### config.mk
export PLATFORM = sky130hd
export DESIGN_NAME = addsub4_issue_ctrl
export DESIGN_NICKNAME = d
export VERILOG_FILES = /design/src/rtl/addsub4_issue_ctrl.sv
export SDC_FILE = /design/constraint.sdc
export NUM_CORES = 1
export LEC_CHECK = 0
export BUFFER_PORTS_ARGS = -buffer_cell sky130_fd_sc_hd__buf_2
export CORE_MARGIN = 4
export CORE_UTILIZATION = 52
export DETAILED_ROUTE_END_ITERATION = 8
export PLACE_DENSITY = 0.83
export SYNTH_ARGS = -nofsm -noshare
export SYNTH_HDL_FRONTEND = slang
export SYNTH_SLANG_ARGS = --single-unit
### constraint.sdc
create_clock -name clk -period 2.5 [get_ports clk]
set_input_delay 0.25 -clock clk [delete_from_list [all_inputs] [get_ports clk]]
set_output_delay 0.25 -clock clk [all_outputs]
set_load 0.02 [all_outputs]
### src/rtl/addsub4_issue_ctrl.sv
// ---------------------------------------------------------------------------
// addsub4_issue_ctrl
//
// Sequencing stage in front of a WIDTH-bit adder/subtractor. Requests
// {a, b, sub} are accepted over a valid/ready handshake into a small FIFO.
// One request at a time is popped onto registered operand outputs (au_*).
// The adder/subtractor result is captured one cycle later and held on the
// out_* handshake until the consumer accepts it.
//
// Ports:
//   clk        in   rising-edge clock
//   rst        in   asynchronous active-high reset
//   in_valid   in   request present
//   in_ready   out  FIFO has a free entry (registered)
//   in_a/in_b  in   operands, WIDTH bits
//   in_sub     in   0 = a+b, 1 = a-b
//   au_a/au_b  out  registered operands to the adder/subtractor
//   au_sub     out  registered mode to the adder/subtractor
//   au_res     in   adder/subtractor result (combinational from au_*)
//   au_cout    in   carry out (subtract: 1 = no borrow)
//   au_ovf     in   signed overflow
//   out_valid  out  captured result available
//   out_ready  in   consumer accepts
//   out_res    out  captured result
//   out_cout   out  captured carry
//   out_ovf    out  captured overflow
//   out_zero   out  captured (au_res == 0)
//   busy       out  state not IDLE or FIFO non-empty (registered)
// ---------------------------------------------------------------------------
module addsub4_issue_ctrl #(
   parameter int WIDTH = 4,
   parameter int DEPTH = 2
) (
   input  logic             clk,
   input  logic             rst,
   input  logic             in_valid,
   output logic             in_ready,
   input  logic [WIDTH-1:0] in_a,
   input  logic [WIDTH-1:0] in_b,
   input  logic             in_sub,
   output logic [WIDTH-1:0] au_a,
   output logic [WIDTH-1:0] au_b,
   output logic             au_sub,
   input  logic [WIDTH-1:0] au_res,
   input  logic             au_cout,
   input  logic             au_ovf,
   output logic             out_valid,
   input  logic             out_ready,
   output logic [WIDTH-1:0] out_res,
   output logic             out_cout,
   output logic             out_ovf,
   output logic             out_zero,
   output logic             busy
);

   // Pointer and occupancy widths; the count needs one extra bit to hold DEPTH.
   localparam int PW = (DEPTH > 1) ? $clog2(DEPTH) : 1;
   localparam int CW = $clog2(DEPTH) + 1;

   localparam logic [CW-1:0] FULL_CNT = CW'(DEPTH);
   localparam logic [CW-1:0] CNT_ONE  = {{(CW-1){1'b0}}, 1'b1};
   localparam logic [CW-1:0] CNT_ZERO = {CW{1'b0}};
   localparam logic [PW-1:0] PTR_ONE  = {{(PW-1){1'b0}}, 1'b1};
   localparam logic [PW-1:0] PTR_ZERO = {PW{1'b0}};

   typedef enum logic [1:0] {
      ST_IDLE  = 2'd0,
      ST_ISSUE = 2'd1,
      ST_HOLD  = 2'd2
   } state_t;

   // Registered state
   state_t            state_q,    state_d;
   logic [PW-1:0]     wr_ptr_q,   wr_ptr_d;
   logic [PW-1:0]     rd_ptr_q,   rd_ptr_d;
   logic [CW-1:0]     count_q,    count_d;
   logic [WIDTH-1:0]  mem_a_q   [DEPTH];
   logic [WIDTH-1:0]  mem_a_d   [DEPTH];
   logic [WIDTH-1:0]  mem_b_q   [DEPTH];
   logic [WIDTH-1:0]  mem_b_d   [DEPTH];
   logic              mem_sub_q [DEPTH];
   logic              mem_sub_d [DEPTH];
   logic [WIDTH-1:0]  au_a_q,     au_a_d;
   logic [WIDTH-1:0]  au_b_q,     au_b_d;
   logic              au_sub_q,   au_sub_d;
   logic              out_valid_q, out_valid_d;
   logic [WIDTH-1:0]  out_res_q,  out_res_d;
   logic              out_cout_q, out_cout_d;
   logic              out_ovf_q,  out_ovf_d;
   logic              out_zero_q, out_zero_d;
   logic              in_ready_q, in_ready_d;
   logic              busy_q,     busy_d;

   // Per-cycle control
   logic              push_s;
   logic              pop_s;
   logic              fifo_empty_s;

   // FSM sequencing: decide whether the FIFO head is popped and capture results.
   always_comb begin
      fifo_empty_s = (count_q == CNT_ZERO);
      push_s       = in_valid & in_ready_q;
      pop_s        = 1'b0;
      state_d      = state_q;
      out_valid_d  = out_valid_q;
      out_res_d    = out_res_q;
      out_cout_d   = out_cout_q;
      out_ovf_d    = out_ovf_q;
      out_zero_d   = out_zero_q;

      case (state_q)
         ST_IDLE: begin
            // A push seen this edge is not bypassed; it is popped next edge.
            if (!fifo_empty_s) begin
               pop_s   = 1'b1;
               state_d = ST_ISSUE;
            end else begin
               state_d = ST_IDLE;
            end
         end
         ST_ISSUE: begin
            // au_* have been stable for a full cycle; the result is settled.
            out_res_d   = au_res;
            out_cout_d  = au_cout;
            out_ovf_d   = au_ovf;
            out_zero_d  = (au_res == {WIDTH{1'b0}});
            out_valid_d = 1'b1;
            state_d     = ST_HOLD;
         end
         ST_HOLD: begin
            if (out_valid_q & out_ready) begin
               out_valid_d = 1'b0;
               // Emptiness uses the registered count, so a same-edge push waits.
               if (!fifo_empty_s) begin
                  pop_s   = 1'b1;
                  state_d = ST_ISSUE;
               end else begin
                  state_d = ST_IDLE;
               end
            end else begin
               state_d = ST_HOLD;
            end
         end
         default: begin
            out_valid_d = 1'b0;
            state_d     = ST_IDLE;
         end
      endcase
   end

   // Operand registers: loaded only on a pop, otherwise held.
   always_comb begin
      au_a_d   = au_a_q;
      au_b_d   = au_b_q;
      au_sub_d = au_sub_q;
      rd_ptr_d = rd_ptr_q;
      if (pop_s) begin
         au_a_d   = mem_a_q[rd_ptr_q];
         au_b_d   = mem_b_q[rd_ptr_q];
         au_sub_d = mem_sub_q[rd_ptr_q];
         rd_ptr_d = rd_ptr_q + PTR_ONE;
      end else begin
         rd_ptr_d = rd_ptr_q;
      end
   end

   // FIFO write side: store the request at the write pointer, wrap modulo DEPTH.
   always_comb begin
      mem_a_d   = mem_a_q;
      mem_b_d   = mem_b_q;
      mem_sub_d = mem_sub_q;
      wr_ptr_d  = wr_ptr_q;
      if (push_s) begin
         mem_a_d[wr_ptr_q]   = in_a;
         mem_b_d[wr_ptr_q]   = in_b;
         mem_sub_d[wr_ptr_q] = in_sub;
         wr_ptr_d            = wr_ptr_q + PTR_ONE;
      end else begin
         wr_ptr_d = wr_ptr_q;
      end
   end

   // Occupancy and the registered status flags derived from next-state values.
   always_comb begin
      case ({push_s, pop_s})
         2'b10:   count_d = count_q + CNT_ONE;
         2'b01:   count_d = count_q - CNT_ONE;
         default: count_d = count_q;
      endcase
      // in_ready_q always equals (count_q != DEPTH); no combinational path from pop.
      in_ready_d = (count_d != FULL_CNT);
      busy_d     = (state_d != ST_IDLE) | (count_d != CNT_ZERO);
   end

   // State register bank with asynchronous reset; discards any held result.
   always_ff @(posedge clk or posedge rst) begin
      if (rst) begin
         state_q     <= ST_IDLE;
         wr_ptr_q    <= PTR_ZERO;
         rd_ptr_q    <= PTR_ZERO;
         count_q     <= CNT_ZERO;
         for (int i = 0; i < DEPTH; i++) begin
            mem_a_q[i]   <= {WIDTH{1'b0}};
            mem_b_q[i]   <= {WIDTH{1'b0}};
            mem_sub_q[i] <= 1'b0;
         end
         au_a_q      <= {WIDTH{1'b0}};
         au_b_q      <= {WIDTH{1'b0}};
         au_sub_q    <= 1'b0;
         out_valid_q <= 1'b0;
         out_res_q   <= {WIDTH{1'b0}};
         out_cout_q  <= 1'b0;
         out_ovf_q   <= 1'b0;
         out_zero_q  <= 1'b0;
         in_ready_q  <= 1'b1;
         busy_q      <= 1'b0;
      end else begin
         state_q     <= state_d;
         wr_ptr_q    <= wr_ptr_d;
         rd_ptr_q    <= rd_ptr_d;
         count_q     <= count_d;
         mem_a_q     <= mem_a_d;
         mem_b_q     <= mem_b_d;
         mem_sub_q   <= mem_sub_d;
         au_a_q      <= au_a_d;
         au_b_q      <= au_b_d;
         au_sub_q    <= au_sub_d;
         out_valid_q <= out_valid_d;
         out_res_q   <= out_res_d;
         out_cout_q  <= out_cout_d;
         out_ovf_q   <= out_ovf_d;
         out_zero_q  <= out_zero_d;
         in_ready_q  <= in_ready_d;
         busy_q      <= busy_d;
      end
   end

   assign in_ready  = in_ready_q;
   assign au_a      = au_a_q;
   assign au_b      = au_b_q;
   assign au_sub    = au_sub_q;
   assign out_valid = out_valid_q;
   assign out_res   = out_res_q;
   assign out_cout  = out_cout_q;
   assign out_ovf   = out_ovf_q;
   assign out_zero  = out_zero_q;
   assign busy      = busy_q;

endmodule
Word-level counts from Yosys, hierarchy flattened
Cells that the tools add are included.
- register bits: 43
- bits of input ports: 19
- output and inout bits: 19
- add/subtract/negate cells: 4
- magnitude comparators: 3
- equality and inequality tests: 6
- multiplexer cells: 25
- bitwise logic cells: 6
- reductions and logical operators: 7
- operator list (kind ; number):
    $mux W4 ; 7
    $bwmux W8 ; 2
    $mux W1 ; 8
    $pmux W2 S3 ; 1
    $demux W4 S1 ; 1
    $eq A2 B1 Y1 const B ; 2
    $eq A2 B2 Y1 const B ; 2
    $ge A2 B2 Y1 const B ; 2
    $logic_not A2 Y1 ; 2
    $logic_not A4 Y1 ; 1
    $ne A2 B2 Y1 const B ; 2
    $not A1 Y2 ; 2
    $pmux W2 S2 ; 1
    $reduce_bool A2 Y1 ; 2
    $pmux W1 S3 ; 1
    $add A1 B1 Y1 const B ; 2
    $add A2 B1 Y2 const B ; 1
    $and A1 B1 Y1 ; 2
    $bwmux W2 ; 1
    $lt A2 B1 Y1 const B ; 1
    $mux W2 ; 1
    $pmux W1 S2 ; 1
    $reduce_and A2 Y1 ; 1
    $sub A2 B1 Y2 const B ; 1
    other kinds (4) ; 4

Logic depth before layout (Yosys ltp)
Gate-level depths: netlist of run 1.
- depth in word-level cells: 8
- gate-level depth with buffers: 8
- depth with buffers taken out: 7

Worst setup path before layout of run 1
Ideal clock, no wire load.
- path kind: register to register
- start point: reg out_valid_q, in the netlist out_valid
- end point: reg busy_q, in the netlist busy
- arrival: 2035 ps
- data required time: 2361 ps
- setup slack: 326 ps
- cell stages (with the launch flop): 8
- buffers on the path: 1
- cells stage by stage: dfrtp_1 > nand2_1 > a211oi_1 > buf_2 > ha_1 > xor2_1 > inv_1 > or4_1
- longest elaborated chain between the ends: 7
- ends and longest elaborated chain (what ; RTL line ; RTL):
    from (decl) ; 86 ; logic out_valid_q, out_valid_d;
    from (signal assigned) ; 228 ; out_valid_q <= out_valid_d;
    $and A1 B1 Y1 (*) ; 131 ; if (out_valid_q & out_ready) begin
    $mux W1 (*) ; 131 ;
    $pmux W1 S2 (*) ; 111 ; case (state_q)
    via pop_s ; 96 ; logic pop_s;
    $eq A2 B1 Y1 or $eq A2 B2 Y1 (tied branches) ; 185 ; case ({push_s, pop_s})
    $pmux W2 S2 (*) ; 185 ;
    via count_d[0] ; 76 ; logic [CW-1:0] count_q, count_d;
    $reduce_bool A2 Y1 (*) ; 192 ; busy_d = (state_d != ST_IDLE) | (count_d != CNT_ZERO);
    $or A1 B1 Y1 (*) ; 192 ;
    via busy_d ; 92 ; logic busy_q, busy_d;
    to (signal assigned) ; 234 ; busy_q <= busy_d;
    to (decl) ; 92 ;
The timed path passes the listed nets; every way through them passes the cells marked *.
A chain may end at the register's enable or synchronous reset.

Final worst setup path of run 1
- start point: reg count_q[0]
- end point: reg busy_q, in the netlist busy
- longest elaborated chain between the ends: 8
- ends and longest elaborated chain (what ; RTL line ; RTL):
    from (decl) ; 76 ;
    from (signal assigned) ; 221 ; count_q <= count_d;
    $logic_not A2 Y1 ; 101 ; fifo_empty_s = (count_q == CNT_ZERO);
    $mux W1 ; 114, 134 ;
    $mux W1 ; 131 ;
    $pmux W1 S2 ; 111 ;
    $eq A2 B1 Y1 or $eq A2 B2 Y1 (tied branches) ; 185 ;
    $pmux W2 S2 (*) ; 185 ;
    via count_d[0] ; 76 ;
    $reduce_bool A2 Y1 (*) ; 192 ;
    $or A1 B1 Y1 (*) ; 192 ;
    via busy_d ; 92 ;
Marked as above.

==> reports/metrics.cfg, run 1 <==
[clock_network]
clk_pin_slew_ps=120
clockBufferDepth=2
cts_hold_buffers=0
clk_latency_ps=350
ctsResizeCount=0
cts_tree=done
cts_setup_buffers=0
clock_tree.root_cell=clkbuf_4
cts_sinks=43
cts-htree-levels=2
cts_buffers=5

[global_route]
grt_overflow_total=0
grt_util_all_layers_pct=17.2
grt_pass1_vias=1187
grt_pass1_wl_mm=5.41
antenna_found_initial=0
grt_max_degree=44

[critical_path]
startpoint_type=register
crit_slowest_cell=or4_1
critPathCaptureType=register
critPathBufInv=1
r2r-end=busy$_DFF_PP0_
r2r_setup_slack_ps=600
r2r_cells=6
cp_max_fo=3
worstPathRequired_ps=2730
cp_top_family=simple AND/OR/NAND/NOR gates
slowest_delay_ps=500
worstPathArrival_ps=2130
r2r-start=count_q[0]$_DFF_PP0_
cp_cell_sequence=nor2_1 -> a211oi_2 -> ha_1 -> xor2_1 -> inv_1 -> or4_1
crit_type=register to register

[timing]
rsz0062_at_grt=false
post-route-period-util_pct=75.9
fin_worst_skew_ps=7.70
worst_slew_pin_slew_ps=552
clock.fmax_mhz=527
finalSetupTns_ps=0
hold_viol_final=0
relSlewSlack_pct=63.2
final_max_slew_viol_count=0
finalSetupViolations=0
period_minus_slack_ps=1900

[detailed_routing]
drt_iter0_markers=67
vias_per_cell=5.10
wl_per_cell_um=14.0
drc=0
drt_wl_total_mm=2.96
ant_nets=0
num_vias=1076
dr.pass1.iters=4

[logic_synthesis]
yosysWarnings=0
synthFlopType=dfrtp_1
yosys-top-cells-area=dfrtp_1, mux2_1, mux2i_1
synthTopCellsByCount=dfrtp_1, mux2_1, nor2_1
avgSynthCellArea_sq_um=13.6
syn_inst=126
synthArstFlopShare_pct=100
synth_top_area_cell=dfrtp_1
netlist_area_sq_um=1710
synthDistinctLibCells=22
synth-edff-count=0
synthDominantCellAreaShare_pct=61.5
yosysMostFrequentCell=dfrtp_1
synth_seq_cells=43
synth_nets=146
ys_seq_area_share_pct=63.0

[final_layout]
n_antenna_cell=0
final_cells=211
nNetsFinal=187
areaGrowthSynthToFinish_pct=16.8
final.fill_count=249
drive_above_1_share_pct=29.3

[power]
p_leak_uw=0.000940
p_per_area_nw_per_um2=1390
peakVddDrop_mv=0.726

[floorplanning]
core_area_sq_um=3100
die_area_sq_um=4270
die_h_um=65.3
die_w_um=65.3
io_pins=38
initial_core_util_pct=55.1
row_count=20

[job]
maxCapViolCount=0

[placement]
dp_cells=204
dp_hpwl_mm=2.19
gp_congestion=0.693
portBuffers=37

[status]
status=finished clean

[min_path]
hp-class=primary input to asynchronous set/reset pin

## placed cells by master (no fill, tap or decap), drive strengths merged
cell type   n
dfrtp      42
buf        39
mux2       24
nor2       11
mux2i       9
a21oi       9
nand2       7
clkbuf      6
xor2        3
o21ai       3
inv         2
or4         2
a211oi      2
nand2b      1
o21a        1
nand3       1
or2         1
xnor2       1
ha          1
clkinv      1
dfstp       1
## metrics by stage
step                      setup WS [ps]  utilization, %  cell area (sq um)  hold WS [ps]  total power [uW]
final                               603            64.3               2000          1.51              2770
after global routing                429            64.3               2000          51.4              3020
after CTS                           582            64.3               2000          17.4              2810
after detailed placement            596            62.5               1940           413              2480
after global placement              676            62.5               1940           395              2390
after floorplan                     326               -               1710           382              2130
## how the worst max path moves through the flow
stage                          startpoint             end  slack [ps]  depth (start not counted)
finish               count_q[0]$_DFF_PP0_  busy$_DFF_PP0_         600                          6
global route        out_valid$_DFFE_PP0P_  busy$_DFF_PP0_         430                          6
CTS                  count_q[0]$_DFF_PP0_  busy$_DFF_PP0_         580                          6
detailed placement   count_q[0]$_DFF_PP0_  busy$_DFF_PP0_         600                          6
global placement    out_valid$_DFFE_PP0P_  busy$_DFF_PP0_         680                          6
floorplan           out_valid$_DFFE_PP0P_  busy$_DFF_PP0_         330                          7
## routing by layer
metal | vias to the layer above | share of wire (%) | GRT usage (%)
met5 | - | 0 | 0
met1 | 529 | 41 | 19.6
met4 | 0 | 2.1 | 7.25
met3 | 7 | 4.7 | 5.64
met2 | 20 | 52 | 29.3
li1 | 520 | - | -
## worst register-to-register path: stages, from the launching register on
cell,delay [ps]
dfrtp_1,420
nor2_1,90
a211oi_2,230
ha_1,290
xor2_1,170
inv_1,80
or4_1,500
## power by group
group          leakage (uW)  switching, uW  internal, uW
Combinational      0.000407            645           500
Sequential         0.000499            231          1060
Clock             0.0000341            209           130
Total              0.000940           1090          1690
## kinds of logic (layout without fill, tap and decap cells)
logic type / Yosys count / count (layout) / share of synthesized area, %
flip-flops: 43 / 43 / 63.0
buffers and inverters: 7 / 48 / 2.20
multiplexers: 33 / 33 / 21.1
adder cells (fa/ha/maj): 1 / 1 / 0.732
XOR/XNOR: 4 / 4 / 2.05
AO/OA/AOI/OAI: 15 / 15 / 5.05
AND/OR/NAND/NOR: 23 / 23 / 5.86
## final cells by class
| class | count | area [sq um] | share of cell area [%] |
|---|---|---|---|
| clock buffers | 6 | 51.3 | 2.57 |
| clock inverters | 1 | 5.00 | 0.251 |
| inverters | 2 | 7.51 | 0.376 |
| multi-input cells | 76 | 599 | 30.0 |
| flip-flops and latches | 43 | 1080 | 54.0 |
| well taps | 44 | 55.1 | 2.76 |
| repair buffers | 39 | 200 | 10.0 |
## state kept, by name, indices dropped and copies added (netlist names), 2 cells and up
name / cells
count_q: 2
mem_a_q: 8
mem_sub_q: 2
out_res: 4
au_a: 4
state_q: 2
mem_b_q: 8
au_b: 4
(Power assumes the default switching activity.)
==> run 2, diff against run 1 <==
Settings changed: CORE_UTILIZATION 52 to 47, PLACE_DENSITY 0.83 to 0.8.
Clock period 2.5 ns to 1.6 ns, I/O delays scaled along.
==> run 2 against run 1 <==
Effect of this change:
- the flow now finishes with violations (setup timing)
- maximum frequency rose by 5.1%
- worst hold slack improved by 22 ps
- sequential cell count is the same
- wire length rose by 12%
- sequential power up 57%
- global-route usage fell by 1.1 points
- final area rose by 9.0%
- core utilization is 0.61 points lower
- register-to-register slack worse by 810 ps
- combinational power increased by 99%
- via count up 6.0%
==> reports/metrics.cfg, run 2 (synthesis results as in run 1) <==
[detailed_routing]
drc=0
wl_per_cell_um=14.7
num_vias=1141
ant_nets=0
vias_per_cell=5.07
drt_iter0_markers=46
drt_wl_total_mm=3.31
dr.pass1.iters=4

[final_layout]
drive_above_1_share_pct=38.0
n_antenna_cell=0
multi_input_area_sq_um=661
areaGrowthSynthToFinish_pct=27.3
regArea_sq_um=1080
reg_top3=mem_a_q (8), mem_b_q (8)
final_area_sq_um=2180
layout_commonest_cell=dfrtp_1
final_cell_mix=dfrtp_1, buf_2, mux2_1
nNetsFinal=198
final.fill_count=275

[power]
p_per_area_nw_per_um2=2300
peakVddDrop_mv=1.04
p_leak_uw=0.00102

[floorplanning]
die_area_sq_um=4670
initial_core_util_pct=50.0
row_count=21
die_h_um=68.3
io_pins=38
die_w_um=68.3
core_area_sq_um=3420

[global_route]
grt_pass1_vias=1267
grt_pass1_wl_mm=5.42
grt_max_degree=44
grt_util_all_layers_pct=16.1
grt_overflow_total=0
antenna_found_initial=0

[min_path]
hp-class=primary input to register

[clock_network]
clk_latency_ps=350
cts_buffers=5
clockBufferDepth=2
cts-htree-levels=2
clock_tree.root_cell=clkbuf_4
clk_pin_slew_ps=110
cts_sinks=43
cts_tree=done

[timing]
clock.fmax_mhz=554
finalSetupViolations=2
post-route-period-util_pct=113
rsz0062_at_grt=true
setup_slack_ps=-206
worst_slew_pin_slew_ps=581
fin_worst_skew_ps=8.42
relSlewSlack_pct=61.3
final_max_slew_viol_count=0
hold_viol_final=0
period_minus_slack_ps=1810

[placement]
pre_cts_ws_ps=-250
dp_hpwl_mm=2.37
placed_cell_area_sq_um=2020
gp_congestion=0.793
portBuffers=37

[critical_path]
cp_cell_sequence=nor2_4 -> a211oi_4 -> ha_4 -> xnor2_2 -> nor2_1 -> xor2_1 -> or4_1
worstPathArrival_ps=2030
cp_max_fo=2
worstPathRequired_ps=1820
crit_slowest_cell=dfrtp_1
critPathBufInv=0
startpoint_type=register
critPathCaptureType=register
cp_top_family=simple AND/OR/NAND/NOR gates
slowest_delay_ps=430
crit_type=register to register

[status]
status=complete, but fails checks
violations=setup timing

[job]
maxCapViolCount=0

-- run 2: stage by stage --
step	power, uW	hold WS (ps)	TNS (ps)	cells	util (%)
2_1_floorplan	3390	292	-303	126	-
3_3_place_gp	3900	298	-172	214	59.1
3_5_place_dp	4090	324	-250	214	59.1
4_1_cts	4940	9.31	-228	224	63.0
5_1_grt	5340	7.30	-431	225	63.7
6_report	4990	23.1	-232	225	63.7
-- run 2: final timing paths --
path	endpoint	slack (ps)	cells after the start	start
setup / recovery	busy$_DFF_PP0_	-210	7	count_q[1]$_DFF_PP0_
hold / removal	out_cout$_DFFE_PP0P_	20	2	au_cout
setup reg to reg	busy$_DFF_PP0_	-210	7	count_q[1]$_DFF_PP0_
hold reg to reg	out_zero$_DFFE_PP0P_	500	2	out_zero$_DFFE_PP0P_
max in group asynchronous	out_valid$_DFFE_PP0P_	760	4	rst
min in group asynchronous	au_a[3]$_DFFE_PP0P_	470	4	rst
-- run 2: repair_timing --
item	in CTS	in global routing
endpoints found under the setup margin	1	12
hold buffers	1	0
gates resized for setup	5	4
pin swaps	4	2
hold endpoints to repair	42	0
buffers inserted	1	1
-- run 2: per-layer routing --
| metal | GRT usage [%] | wire length [um] |
|---|---|---|
| met1 | 17.4 | 1320 |
| met5 | 0 | 0 |
| met3 | 5.25 | 240 |
| met2 | 28.6 | 1710 |
| met4 | 6.70 | 44 |
-- run 2: layout make-up --
cell class                 instances  area share (%)
sequential                        43            49.6
multi-input combinational         76            30.4
timing repair buffer              50            13.1
tap                               46            2.65
clock buffer                       6            2.36
clock inverter                     2            1.61
inverter                           2           0.345
-- run 2: where the power goes --
| group | switching [uW] | leakage [uW] | total [uW] | internal (uW) |
|---|---|---|---|---|
| combinational | 1210 | 0.000473 | 2270 | 1070 |
| sequential | 369 | 0.000498 | 2020 | 1660 |
| clock | 327 | 0.0000482 | 696 | 369 |
| total | 1900 | 0.00102 | 4990 | 3090 |
